$ cat src/rtl/mcu_uart_pkg.sv
// mcu_uart_pkg: shared state encoding, UART defaults and round-robin search for the tx arbiter.
package mcu_uart_pkg;
  typedef enum logic [2:0] {IDLE, LOAD, START, DATA, PARITY, STOP} tx_state_t;
  localparam int CLKS_PER_BIT_115200 = 434;
  localparam int UART_DATA_W = 8;
  function automatic logic [2:0] rr_next(logic [7:0] v, logic [2:0] ptr, int n);
    logic [2:0] r;
    logic [2:0] k;
    logic found;
    r = ptr;
    found = 1'b0;
    for (int i = 0; i < 8; i++) begin
      k = 3'((int'(ptr) + i) % n);
      if (i < n && !found && v[k]) begin
        r = k;
        found = 1'b1;
      end
    end
    return r;
  endfunction
endpackage

$ cat src/rtl/uart_tx_serializer.sv
// uart_tx_serializer: baud-timed START/DATA/STOP framing of one byte, LSB first.
// UART_TX_PARITY_EN inserts an even-parity bit between DATA and STOP.
module uart_tx_serializer import mcu_uart_pkg::*; #(
  parameter int CLKS_PER_BIT = CLKS_PER_BIT_115200,
  parameter int CNT_W = 16
) (
  input  logic                   clock,
  input  logic                   reset,
  input  logic                   start,
  input  logic [UART_DATA_W-1:0] data,
  output logic                   done,
  output logic                   tx
);
  tx_state_t state_q, state_d;
  logic [CNT_W-1:0] cnt_q, cnt_d;
  logic [2:0] bit_q, bit_d;
  logic [UART_DATA_W-1:0] sh_q, sh_d;
  logic tx_q, tx_d;
  logic wrap;
`ifdef UART_TX_PARITY_EN
  logic par_q, par_d;
`endif
  always_comb begin
    wrap = cnt_q == CNT_W'(CLKS_PER_BIT - 1);
    state_d = state_q;
    cnt_d = (state_q == IDLE || wrap) ? '0 : cnt_q + 1'b1;
    bit_d = bit_q;
    sh_d = sh_q;
`ifdef UART_TX_PARITY_EN
    par_d = par_q;
`endif
    case (state_q)
      IDLE: if (start) begin
        state_d = START;
        sh_d = data;
`ifdef UART_TX_PARITY_EN
        par_d = ^data;
`endif
      end
      START: if (wrap) state_d = DATA;
      DATA: if (wrap) begin
        bit_d = bit_q + 3'd1;
        sh_d = sh_q >> 1;
`ifdef UART_TX_PARITY_EN
        if (bit_q == 3'd7) state_d = PARITY;
`else
        if (bit_q == 3'd7) state_d = STOP;
`endif
      end
`ifdef UART_TX_PARITY_EN
      PARITY: if (wrap) state_d = STOP;
`endif
      STOP: if (wrap) state_d = IDLE;
      default: state_d = IDLE;
    endcase
`ifdef UART_TX_PARITY_EN
    tx_d = state_d == START ? 1'b0 : state_d == DATA ? sh_d[0] : state_d == PARITY ? par_d : 1'b1;
`else
    tx_d = state_d == START ? 1'b0 : state_d == DATA ? sh_d[0] : 1'b1;
`endif
  end
  always_ff @(posedge clock) begin
    if (reset) begin
      state_q <= IDLE;
      cnt_q <= '0;
      bit_q <= '0;
      sh_q <= '0;
      tx_q <= 1'b1;
`ifdef UART_TX_PARITY_EN
      par_q <= 1'b0;
`endif
    end else begin
      state_q <= state_d;
      cnt_q <= cnt_d;
      bit_q <= bit_d;
      sh_q <= sh_d;
      tx_q <= tx_d;
`ifdef UART_TX_PARITY_EN
      par_q <= par_d;
`endif
    end
  end
  assign done = state_q == STOP && wrap;
  assign tx = tx_q;
endmodule

$ cat src/rtl/uart_tx_arbiter.sv
// uart_tx_arbiter: packet-granular round-robin sharing of one UART tx line among NUM_REQ byte streams.
// Build with UART_TX_PARITY_EN for an 8E1 frame; default is 8N1.
module uart_tx_arbiter import mcu_uart_pkg::*; #(
  parameter int NUM_REQ = 2,
  parameter int CLKS_PER_BIT = CLKS_PER_BIT_115200,
  parameter int CNT_W = 16
) (
  input  logic                 clock,
  input  logic                 reset,
  input  logic [NUM_REQ-1:0]   req_valid,
  input  logic [NUM_REQ*8-1:0] req_data,
  input  logic [NUM_REQ-1:0]   req_last,
  output logic [NUM_REQ-1:0]   req_ready,
  output logic                 uart_tx_output,
  output logic                 busy,
  output logic [2:0]           grant_id
);
  tx_state_t state_q, state_d;
  logic [2:0] grant_q, grant_d, ptr_q, ptr_d;
  logic lock_q, lock_d, last_q, last_d, busy_q, busy_d;
  logic [7:0] v8, l8;
  logic [63:0] d64;
  logic accept, done;
  always_comb begin
    v8 = '0;
    l8 = '0;
    d64 = '0;
    v8[NUM_REQ-1:0] = req_valid;
    l8[NUM_REQ-1:0] = req_last;
    d64[NUM_REQ*8-1:0] = req_data;
    accept = state_q == LOAD && v8[grant_q];
    state_d = state_q;
    grant_d = grant_q;
    ptr_d = ptr_q;
    lock_d = lock_q;
    last_d = last_q;
    // START here stands for "byte handed to the serializer, waiting for done"
    case (state_q)
      IDLE: if (|req_valid) begin
        grant_d = rr_next(v8, ptr_q, NUM_REQ);
        state_d = LOAD;
      end
      LOAD: begin
        state_d = accept ? START : lock_q ? LOAD : IDLE;
        if (accept) begin
          lock_d = 1'b1;
          last_d = l8[grant_q];
        end
      end
      START: if (done) begin
        state_d = last_q ? IDLE : LOAD;
        lock_d = !last_q;
        if (last_q) ptr_d = grant_q == 3'(NUM_REQ - 1) ? 3'd0 : grant_q + 3'd1;
      end
      default: state_d = IDLE;
    endcase
    busy_d = state_d != IDLE;
  end
  always_ff @(posedge clock) begin
    if (reset) begin
      state_q <= IDLE;
      grant_q <= '0;
      ptr_q <= '0;
      lock_q <= 1'b0;
      last_q <= 1'b0;
      busy_q <= 1'b0;
    end else begin
      state_q <= state_d;
      grant_q <= grant_d;
      ptr_q <= ptr_d;
      lock_q <= lock_d;
      last_q <= last_d;
      busy_q <= busy_d;
    end
  end
  uart_tx_serializer #(.CLKS_PER_BIT(CLKS_PER_BIT), .CNT_W(CNT_W)) u_ser (
    .clock(clock),
    .reset(reset),
    .start(accept),
    .data(d64[{grant_q, 3'b000} +: 8]),
    .done(done),
    .tx(uart_tx_output)
  );
  assign req_ready = accept ? NUM_REQ'(1) << grant_q : '0;
  assign busy = busy_q;
  assign grant_id = grant_q;
endmodule

$ cat config.mk
export PLATFORM = sky130hd
export DESIGN_NAME = uart_tx_arbiter
export DESIGN_NICKNAME = d
export VERILOG_FILES = /design/src/rtl/mcu_uart_pkg.sv /design/src/rtl/uart_tx_serializer.sv /design/src/rtl/uart_tx_arbiter.sv
export SDC_FILE = /design/constraint.sdc
export NUM_CORES = 1
export LEC_CHECK = 0
export CAP_MARGIN = 10
export CORE_MARGIN = 2
export CORE_UTILIZATION = 40
export CTS_BUF_LIST = sky130_fd_sc_hd__clkbuf_4 sky130_fd_sc_hd__clkbuf_8 sky130_fd_sc_hd__clkbuf_16
export CTS_CLUSTER_SIZE = 16
export DETAILED_ROUTE_END_ITERATION = 7
export MAX_ROUTING_LAYER = met4
export SETUP_SLACK_MARGIN = 0.4
export SLEW_MARGIN = 10
export SYNTH_ARGS = -nofsm -noshare
export SYNTH_HDL_FRONTEND = slang
export SYNTH_SLANG_ARGS = --single-unit
$ cat constraint.sdc
create_clock -name clock -period 2.1 [get_ports clock]
set_clock_uncertainty 0.15 [all_clocks]
set_input_delay 0.42 -clock clock [delete_from_list [all_inputs] [get_ports clock]]
set_output_delay 0.42 -clock clock [all_outputs]
set_load 0.005 [all_outputs]
==> impl_metrics.json, run 1 <==
{
  "status": "finished, violations left",
  "violations": "negative setup slack",
  "synth_async_sr_flop_share_pct": 0,
  "cts_buffers": 5,
  "period_minus_slack_ns": 2.224,
  "wire_per_inst_um": 13.06,
  "start_util_pct": 41.15,
  "syn-instance-count": 222,
  "crit_chain": "or4_4, or4_4, o21a_4, a221oi_2, nor2_1",
  "place_area_mm2": 0.002486,
  "cpLargestDelayFamily": "simple AND/OR/NAND/NOR gates",
  "viasPerCell": 5.003,
  "grt_first_pass_wirelength_mm": 7.127,
  "cp-startpoint": "u_ser.cnt_q[15]",
  "overflow": 0,
  "path_buf_inv": 0,
  "grt_pass1_vias": 1620,
  "cp-start-kind": "flip-flop",
  "antenna_found_initial": 0,
  "worstReg2RegStart": "u_ser.cnt_q[15]",
  "cts_buffer_depth": 2,
  "ys_types": 41,
  "first_pass_iters": 4,
  "num_vias": 1726,
  "final_area_mm2": 0.002919,
  "clkLatencyLatePin_ns": 0.29,
  "final_max_slew_viol_count": 0,
  "cp_max_fo": 5,
  "post-route-period-util_pct": 105.9,
  "p_sw_mw": 0.3366,
  "cts_hold_buf": 0,
  "max_freq_mhz": 449.7,
  "crit_required_ns": 2.14,
  "p_seq_share_pct": 47.1,
  "ys_warn_count": 0,
  "ys_seq_area_share_pct": 42.51,
  "cts_tree": "built",
  "crit_top_cell": "or4_4",
  "die_width_um": 73.48,
  "rsz0062_at_grt": "yes",
  "syn-cell-area_mm2": 0.001931,
  "slowest_delay_ns": 0.60,
  "finalHoldViolCount": 0,
  "track_usage_pct": 17.81,
  "drcViolationCount": 0,
  "clock_power_share_pct": 44.7,
  "rows": 25,
  "place_ws_ns": -0.2844,
  "clock_sinks": 41,
  "critPathCaptureType": "flip-flop",
  "clk_pin_slew_ns": 0.08,
  "drive_gt1_share_pct": 33.68,
  "synthFlopType": "dfxtp_1",
  "place_hpwl_mm": 2.993,
  "worstSetupEndpoint": "u_ser.sh_q[2]",
  "final_nets": 316,
  "syn_to_final_growth_pct": 51.20,
  "synth_seq_cells": 41,
  "comb_power_share_pct": 8.2,
  "setup_viol": 19,
  "synth_edf_count": 0,
  "cellPowerDensity_mw_per_mm2": 574.3,
  "rr_worst_depth": 5,
  "syn_area_per_cell_um2": 8.696,
  "layout.cells.non_filler": 345,
  "ctsHtreeMaxLevel": 2,
  "syn_nets": 248,
  "io_pins": 29,
  "cts.root.buffer_cell": "clkbuf_8",
  "fp.coreArea_mm2": 0.004692,
  "fillers": 403,
  "r2r_slack_ns": -0.12,
  "drtIter0Drc": 50,
  "postRouteWirelength_mm": 4.505,
  "critPathArrivalTime_ns": 2.27,
  "cap_viol_max_count": 0,
  "p_leak_nw": 1.125,
  "die_area_mm2": 0.005399,
  "cp_slowest_cell": "or4_4",
  "dieHeight_um": 73.48,
  "switching_share_pct": 20.08,
  "postRouteAntennaNets": 0,
  "grt_max_degree": 17,
  "hold_path.class": "reg2reg",
  "criticalPathCategory": "reg2reg",
  "reg2reg_to": "u_ser.sh_q[2]",
  "io_buffer_count": 28,
  "whs_ns": 0.3091,
  "gp_congestion": 0.8124,
  "totalPowerFinal_mw": 1.676,
  "internal_power_mw": 1.340,
  "n_antenna_cell": 0,
  "crit_cells": 5,
  "vdd_ir_drop_max_v": 0.0004643,
  "dpl.cell_count": 323,
  "final.setup.worst_slack_ns": -0.1237
}
Yosys cell counts, types with 2 or more instances:
cell	n	area share, %
nand2_1	16	3.1
nor3_1	5	1.3
nand3_1	6	1.6
inv_1	6	1.2
or4_4	3	1.7
buf_1	3	0.58
nand4_1	4	1.3
o21ai_0	4	1.0
and2_1	2	0.65
clkbuf_1	3	0.58
nor2_1	39	7.6
nor4_1	4	1.3
xnor2_1	8	3.6
nor2b_1	4	1.3
a21oi_1	15	3.9
a31oi_1	2	0.65
buf_2	3	0.78
o22ai_1	2	0.65
xor2_1	7	3.2
nor3b_1	3	1.2
or2_2	2	0.65
mux2i_1	14	7.3
and3_1	4	1.3
dfxtp_1	41	43
nand2b_1	2	0.65
ha_1	4	2.6
a211oi_1	2	0.78
area by class of cell:
class	instances	area, um^2	share of cell area (%)
flip-flops and latches	41	835.8	28.63
multi-input cells	165	1202	41.19
repair buffers	71	656.9	22.50
inverters	6	22.52	0.7715
clock inverters	3	65.06	2.229
well taps	54	67.56	2.315
clock buffers	5	68.82	2.357
kinds of logic after synthesis:
group                      after synthesis  synth area share [%]
adders and majority gates                4                 2.592
and+or+nand+nor                         99                 26.25
buffers and inverters                   16                 3.694
AOI/OAI and AO/OA                       32                 10.69
DFF                                     41                 42.51
xor gates and xnor gates                15                 6.805
other                                    1                0.1942
muxes                                   14                 7.258
layer usage:
metal / global-route usage (%) / part of all wire [%] / wire, um
met5: - / 0 / 0
met4: 6.869 / 2.0 / 89
met3: 5.350 / 4.6 / 205
met1: 23.36 / 47 / 2106
met2: 25.69 / 47 / 2102
through the flow:
stage | TNS, ns | utilization (%)
floorplan | -0.4411 | -
global placement | -1.593 | 52.99
detailed placement | -1.833 | 52.99
CTS | -0.8639 | 59.17
global route | -2.572 | 62.21
finish | -1.313 | 62.21
power groups by stage:
| stage | Combinational [mW] | Clock, mW | Sequential [mW] |
|---|---|---|---|
| finish | 0.138 | 0.749 | 0.790 |
| global route | 0.147 | 0.793 | 0.791 |
| CTS | 0.124 | 0.760 | 0.789 |
| detailed placement | 0.108 | 0 | 0.808 |
| global placement | 0.108 | 0 | 0.808 |
| floorplan | 0.0443 | 0 | 0.806 |
state kept, by name (all words and copies together) (netlist names):
name and count:
busy 1, last_q 1, grant_id 3, u_ser.bit_q 3, lock_q 1, ptr_q 1
u_ser.tx 1, u_ser.sh_q 8, u_ser.cnt_q 16, state_q 3, u_ser.state_q 3
repair_timing:
| item | in CTS | in global routing |
|---|---|---|
| pin swaps | 8 | 9 |
| buffers inserted | 10 | 4 |
| gates cloned | 0 | 0 |
| setup endpoints to repair | 42 | 41 |
| gates resized for setup | 38 | 33 |
worst min-delay path, stage by stage, from the launching register on:
cell and delay [ns]:
dfxtp_1 0.32, nand2_2 0.06, a21oi_2 0.04
how the worst min path moves through the flow:
stage | to | slack [ns] | from | cells after the start
after floorplan | u_ser.cnt_q[0] | 0.27 | u_ser.cnt_q[0] | 1
after global placement | u_ser.sh_q[5] | 0.29 | u_ser.sh_q[5] | 2
after detailed placement | u_ser.sh_q[4] | 0.30 | u_ser.sh_q[4] | 2
after CTS | u_ser.sh_q[5] | 0.31 | u_ser.sh_q[5] | 2
after global routing | u_ser.sh_q[5] | 0.32 | u_ser.sh_q[5] | 2
final | u_ser.sh_q[5] | 0.31 | u_ser.sh_q[5] | 2
layout by cell type (no fill, tap or decap), types with 4 or more instances in the layout:
| cell | n |
|---|---|
| nand3_1 | 6 |
| xor2_1 | 7 |
| xnor2_1 | 8 |
| clkbuf_8 | 5 |
| nand4_1 | 4 |
| buf_4 | 33 |
| nand2_1 | 11 |
| mux2i_1 | 13 |
| a21oi_2 | 7 |
| nor3_1 | 4 |
| clkdlybuf4s50_1 | 20 |
| inv_1 | 5 |
| dfxtp_1 | 33 |
| nor2b_1 | 4 |
| nor2_1 | 37 |
| buf_6 | 6 |
| ha_1 | 4 |
| dfxtp_2 | 6 |
| a21oi_1 | 9 |
Note: power is estimated with default switching activity, not from simulation.
==> inputs of run 2 (changes only) <==
--- a/config.mk
+++ b/config.mk
@@ -5,7 +5,8 @@
 export SDC_FILE = /design/constraint.sdc
 export NUM_CORES = 1
 export LEC_CHECK = 0
-export CAP_MARGIN = 10
+export ABC_AREA = 1
+export CORE_ASPECT_RATIO = 0.75
 export CORE_MARGIN = 2
 export CORE_UTILIZATION = 40
 export CTS_BUF_LIST = sky130_fd_sc_hd__clkbuf_4 sky130_fd_sc_hd__clkbuf_8 sky130_fd_sc_hd__clkbuf_16
==> run 2 against run 1 <==
  * The run now ends clean
  * Non-clock buffer count down 24
  * Flip-flop and latch count stayed put
  * Sequential share of layout area barely moved
  * Cell count grew 35%
  * Critical path depth is the same
  * Via count grew 24%
  * First-iteration DRC count increased to 2.5 times the previous value
  * Hold slack worse by 0.018 ns
  * Largest cell class unchanged
  * Largest power group unchanged
==> impl_metrics.json, run 2 <==
{
  "status": "completed",
  "n_antenna_cell": 0,
  "ys_types": 30,
  "finalHoldViolCount": 0,
  "cts_hold_buf": 0,
  "cts.root.buffer_cell": "clkbuf_8",
  "postRouteAntennaNets": 0,
  "antenna_found_initial": 0,
  "clock_sinks": 41,
  "rows": 23,
  "clkLatencyLatePin_ns": 0.30,
  "track_usage_pct": 17.15,
  "drive_gt1_share_pct": 20.51,
  "wire_per_inst_um": 11.28,
  "synth_common_cells": "nand2_1, nor2_1, dfxtp_1",
  "synth_top_family_by_area": "simple AND/OR/NAND/NOR gates",
  "die_width_um": 89.56,
  "cts_buffer_depth": 2,
  "io_pins": 29,
  "syn-instance-count": 339,
  "start_util_pct": 41.25,
  "slowest_delay_ns": 0.38,
  "first_pass_iters": 4,
  "rsz0062_at_grt": "yes",
  "synth_seq_cells": 41,
  "final.setup.worst_slack_ns": 0.3241,
  "synth_most_common_cell": "nand2_1",
  "die_area_mm2": 0.006105,
  "cap_viol_max_count": 0,
  "cp_slowest_cell": "dfxtp_4",
  "cp-startpoint": "grant_id[0]",
  "critPathArrivalTime_ns": 1.21,
  "crit_top_cell": "buf_4",
  "synth_async_sr_flop_share_pct": 0,
  "regMostFlops": "u_ser.cnt_q",
  "viasPerCell": 4.609,
  "ys_seq_area_share_pct": 37.38,
  "final_max_slew_viol_count": 0,
  "ys_warn_count": 0,
  "place_ws_ns": -0.2919,
  "p_leak_nw": 1.293,
  "synth_mux_area_share_pct": 0,
  "reg_top3": "u_ser.cnt_q: 16 flops, u_ser.sh_q: 8 flops",
  "setup_viol": 0,
  "syn_area_per_cell_um2": 6.477,
  "crit_required_ns": 1.53,
  "syn_nets": 365,
  "synthFlopType": "dfxtp_1",
  "vdd_ir_drop_max_v": 0.0002415,
  "place_hpwl_mm": 3.772,
  "ctsHtreeMaxLevel": 2,
  "synthXorXnorAreaFrac_pct": 0.3989,
  "gp_congestion": 0.8712,
  "critPathCaptureType": "primary output",
  "layout_common_cells": "nand2_1, nor2_1, inv_1, dfxtp_1, clkdlybuf4s50_1",
  "fillers": 536,
  "cts_tree": "built",
  "hold_path.class": "reg2reg",
  "post-route-period-util_pct": 84.57,
  "criticalPathCategory": "reg2out",
  "synth_fa_ha_area_share_pct": 2.279,
  "synth-simple-area-share_pct": 43.42,
  "crit_chain": "buf_4, buf_4, clkinv_1, nor2_1, buf_2",
  "largest_reg_flops": 16,
  "worstReg2RegStart": "grant_id[1]",
  "max_freq_mhz": 563.1,
  "cellPowerDensity_mw_per_mm2": 519.6,
  "yosysTopAreaCellShare_pct": 37.38,
  "postRouteWirelength_mm": 5.243,
  "synth_edf_count": 0,
  "num_vias": 2143,
  "clk_pin_slew_ns": 0.08,
  "cp-start-kind": "flip-flop",
  "drcViolationCount": 0,
  "syn-cell-area_mm2": 0.002196,
  "fp.coreArea_mm2": 0.005324,
  "final_nets": 415,
  "cp_max_fo": 11,
  "synth-compound-area-share_pct": 6.610,
  "whs_ns": 0.2909,
  "syn_to_final_growth_pct": 32.48,
  "period_minus_slack_ns": 1.776,
  "cts_buffers": 5,
  "yosys.area.top_type": "dfxtp_1",
  "grt_pass1_vias": 1698,
  "synthTopCellsByArea": "dfxtp_1, nand2_1, nor2_1",
  "layout_commonest_cell": "nand2_1",
  "overflow": 0,
  "io_buffer_count": 28,
  "dieHeight_um": 68.17,
  "grt_max_degree": 17,
  "grt_first_pass_wirelength_mm": 7.707,
  "hold_start": "u_ser.cnt_q[0]",
  "drtIter0Drc": 127
}
-- run 2: cell count changes after synthesis, sizes merged, moves of 5 or more --
cell,delta
nand2,+88
inv,+36
nor2,+23
nand3,+19
mux2i,-14
nor3,+7
xnor2,-7
xor2,-7
o21ai,+5
-- run 2: what timing repair did --
item / CTS / global route
pin swaps: 4 / 11
setup buffers: 6 / 3
endpoints found under the setup margin: 14 / 36
gates cloned: 0 / 1
resized for setup: 24 / 33
-- run 2: power by group --
group / total, mW / internal, mW / switching [mW]
logic: 0.146 / 0.0811 / 0.0645
clock network: 0.572 / 0.297 / 0.275
registers: 0.794 / 0.786 / 0.00723
total: 1.51 / 1.16 / 0.347
-- run 2: area by class of cell --
cell class	count	area [um^2]	share of cell area (%)
Timing Repair Buffer	47	419.2	14.41
Sequential cell	41	833.3	28.65
Inverter	46	187.7	6.452
Multi-Input combinational cell	248	1274	43.78
Clock buffer	7	96.34	3.312
Tap cell	75	93.84	3.226
Clock inverter	1	5.005	0.1720
-- run 2: cells by family after synthesis --
group	after synthesis
fa+ha+maj	4
other cells	1
buf+inv	51
flops	41
simple gates	213
compound gates	28
xor+xnor	1
-- run 2: worst max-delay path: cells and delay by family, from the launching register on --
kind / cells / cell delay (ns)
buffers and inverters: 4 / 0.45
DFF: 1 / 0.38
and+or+nand+nor: 1 / 0.08
-- run 2: metal layers --
| layer | up-vias | GRT usage, % | wire, um |
|---|---|---|---|
| li1 | 1162 | - | - |
| met1 | 934 | 25.90 | 2753 |
| met2 | 40 | 21.32 | 2184 |
| met3 | 7 | 4.343 | 238 |
| met4 | 0 | 6.157 | 67 |
| met5 | - | - | 0 |
-- run 2: metrics by stage --
stage / utilization, % / setup TNS (ns) / instances / area (um^2) / power [mW]
2_1_floorplan: - / 0 / 339 / 2196 / 0.8684
3_3_place_gp: 49.19 / -0.5717 / 447 / 2619 / 0.9372
3_5_place_dp: 49.19 / -0.5804 / 447 / 2619 / 0.9369
4_1_cts: 52.20 / 0 / 461 / 2779 / 1.521
5_1_grt: 54.64 / 0 / 465 / 2909 / 1.587
6_report: 54.64 / 0 / 465 / 2909 / 1.512
-- run 2: final timing paths --
check / endpoint / slack, ns / cells after the start
hold / removal: u_ser.cnt_q[0] / 0.29 / 1
hold reg to reg: u_ser.cnt_q[0] / 0.29 / 1
setup reg to reg: u_ser.sh_q[2] / 0.35 / 13
setup / recovery: req_ready[1] / 0.32 / 5
==> inputs of run 3 (changes only) <==
==> constraint.sdc (replaced) <==
create_clock -name clock -period 1.46 [get_ports clock]
set_clock_uncertainty 0.15 [all_clocks]
set_input_delay 0.292 -clock clock [delete_from_list [all_inputs] [get_ports clock]]
set_output_delay 0.292 -clock clock [all_outputs]
set_load 0.005 [all_outputs]
==> run 3 against run 2 <==
  * The run now ends with negative setup slack left
  * Via count increased by 15%
  * First-iteration DRC count down 9.4%
  * Utilization rose by 18 points
  * Flip-flop and latch count is the same
  * Hold slack improved by 0.044 ns
  * Sequential share of layout area down 6.3 points
  * Sequential power increased by 42%
  * Power increased by 43%
  * Register-to-register slack lost 0.60 ns
  * Die area did not move
  * Design area is 33% higher
==> impl_metrics.json, run 3 (synthesized netlist as in run 2, its figures left out) <==
{
  "status": "finished, violations left",
  "violations": "negative setup slack",
  "vdd_ir_drop_max_v": 0.0005755,
  "track_usage_pct": 23.28,
  "path_buf_inv": 2,
  "whs_ns": 0.3351,
  "fp.coreArea_mm2": 0.005324,
  "io_buffer_count": 28,
  "ctsHtreeMaxLevel": 2,
  "cts_buffer_depth": 2,
  "final_core_util_pct": 72.83,
  "drcViolationCount": 0,
  "grt_pass1_vias": 2245,
  "rows": 23,
  "n_antenna_cell": 0,
  "criticalPathCategory": "reg2out",
  "start_util_pct": 41.25,
  "critPathArrivalTime_ns": 1.31,
  "first_pass_iters": 5,
  "max_freq_mhz": 571.0,
  "crit_required_ns": 1.02,
  "period_minus_slack_ns": 1.751,
  "slowest_delay_ns": 0.33,
  "final_max_slew_viol_count": 0,
  "critPathCaptureType": "primary output",
  "cpLargestDelayFamily": "simple AND/OR/NAND/NOR gates",
  "r2r_slack_ns": -0.25,
  "hold_path.class": "reg2reg",
  "grt_first_pass_wirelength_mm": 10.53,
  "place_hpwl_mm": 4.452,
  "fillers": 399,
  "antenna_found_initial": 0,
  "post-route-period-util_pct": 120.0,
  "p_leak_nw": 1.738,
  "cts.root.buffer_cell": "clkbuf_8",
  "rsz0062_at_grt": "yes",
  "reg_top3": "u_ser.cnt_q: 16 flops, u_ser.sh_q: 8 flops",
  "final_area_mm2": 0.003877,
  "drtIter0Drc": 115,
  "regMostFlops": "u_ser.cnt_q",
  "cts_hold_buf": 0,
  "gp_congestion": 0.8781,
  "seq_area_um2": 864.6,
  "drive_gt1_share_pct": 51.00,
  "cts_tree": "built",
  "place_area_mm2": 0.003059,
  "dieHeight_um": 68.17,
  "layout_common_cells": "nand2_1, buf_4, nor2_1, buf_6, inv_1",
  "overflow": 0,
  "setup_viol": 33,
  "finalHoldViolCount": 0,
  "largest_reg_flops": 16,
  "postRouteAntennaNets": 0,
  "clk_pin_slew_ns": 0.08,
  "cellPowerDensity_mw_per_mm2": 557.7,
  "num_vias": 2475,
  "clkLatencyLatePin_ns": 0.29,
  "viasPerCell": 4.723,
  "wire_per_inst_um": 12.99,
  "die_width_um": 89.56,
  "final_nets": 474,
  "cp_slowest_cell": "dfxtp_2",
  "syn_to_final_growth_pct": 76.58,
  "multiInputGateArea_mm2": 0.001644,
  "layout_commonest_cell": "nand2_1",
  "clock_sinks": 41,
  "cp-start-kind": "flip-flop",
  "grt_max_degree": 14,
  "io_pins": 29,
  "postRouteWirelength_mm": 6.807,
  "cap_viol_max_count": 0,
  "cts_buffers": 5,
  "cp_max_fo": 2,
  "setup-tns-final_ns": -3.040,
  "die_area_mm2": 0.006105,
  "final.setup.worst_slack_ns": -0.2913,
  "crit_chain": "nor2_2, nand2_2, nor2_4, nand2_2, buf_6, nor2_2, buf_2"
}
-- run 3: layout make-up --
cell class	instances	area share (%)
timing repair buffer	105	25.27
clock buffer	8	2.356
tap	75	2.420
sequential	41	22.30
inverter	46	5.034
multi-input combinational	248	42.40
timing repair inverter	1	0.2259
-- run 3: stage by stage --
stage | instances | power [mW] | setup slack (ns)
finish | 524 | 2.162 | -0.2913
global route | 524 | 2.262 | -0.3737
CTS | 509 | 2.173 | -0.3151
detailed placement | 483 | 1.367 | -0.7239
global placement | 483 | 1.365 | -0.6927
floorplan | 339 | 1.254 | 0.07537
-- run 3: power breakdown --
part	internal, mW	switching (mW)
Clock	0.396	0.379
Combinational	0.137	0.118
Sequential	1.12	0.0132
-- run 3: tightest hold or removal path: cells and delay by family, from the launching register on --
| family | cells | cell delay (ns) |
|---|---|---|
| DFF | 1 | 0.34 |
| and+or+nand+nor | 1 | 0.07 |
| AOI/OAI and AO/OA | 1 | 0.04 |
-- run 3: final timing paths --
path | startpoint | end | cells after the start
setup / recovery | grant_id[1] | req_ready[0] | 7
hold / removal | u_ser.cnt_q[12] | u_ser.cnt_q[12] | 2
setup reg to reg | grant_id[1] | last_q | 11
hold reg to reg | u_ser.cnt_q[12] | u_ser.cnt_q[12] | 2
-- run 3: repair_timing --
| item | 4_1_cts | 5_1_grt |
|---|---|---|
| pin swaps | 37 | 37 |
| resized for setup | 119 | 58 |
| setup endpoints to repair | 47 | 47 |
| buffers inserted | 16 | 15 |
| gates cloned | 2 | 0 |
-- run 3: routing by layer --
metal / wire (um) / vias up / global-route usage [%] / part of all wire, %
met5: 0 / - / - / 0
met4: 102 / 0 / 5.970 / 1.5
met3: 233 / 14 / 5.066 / 3.4
met2: 3157 / 40 / 32.44 / 46
met1: 3314 / 1140 / 33.85 / 49
li1: - / 1281 / - / -
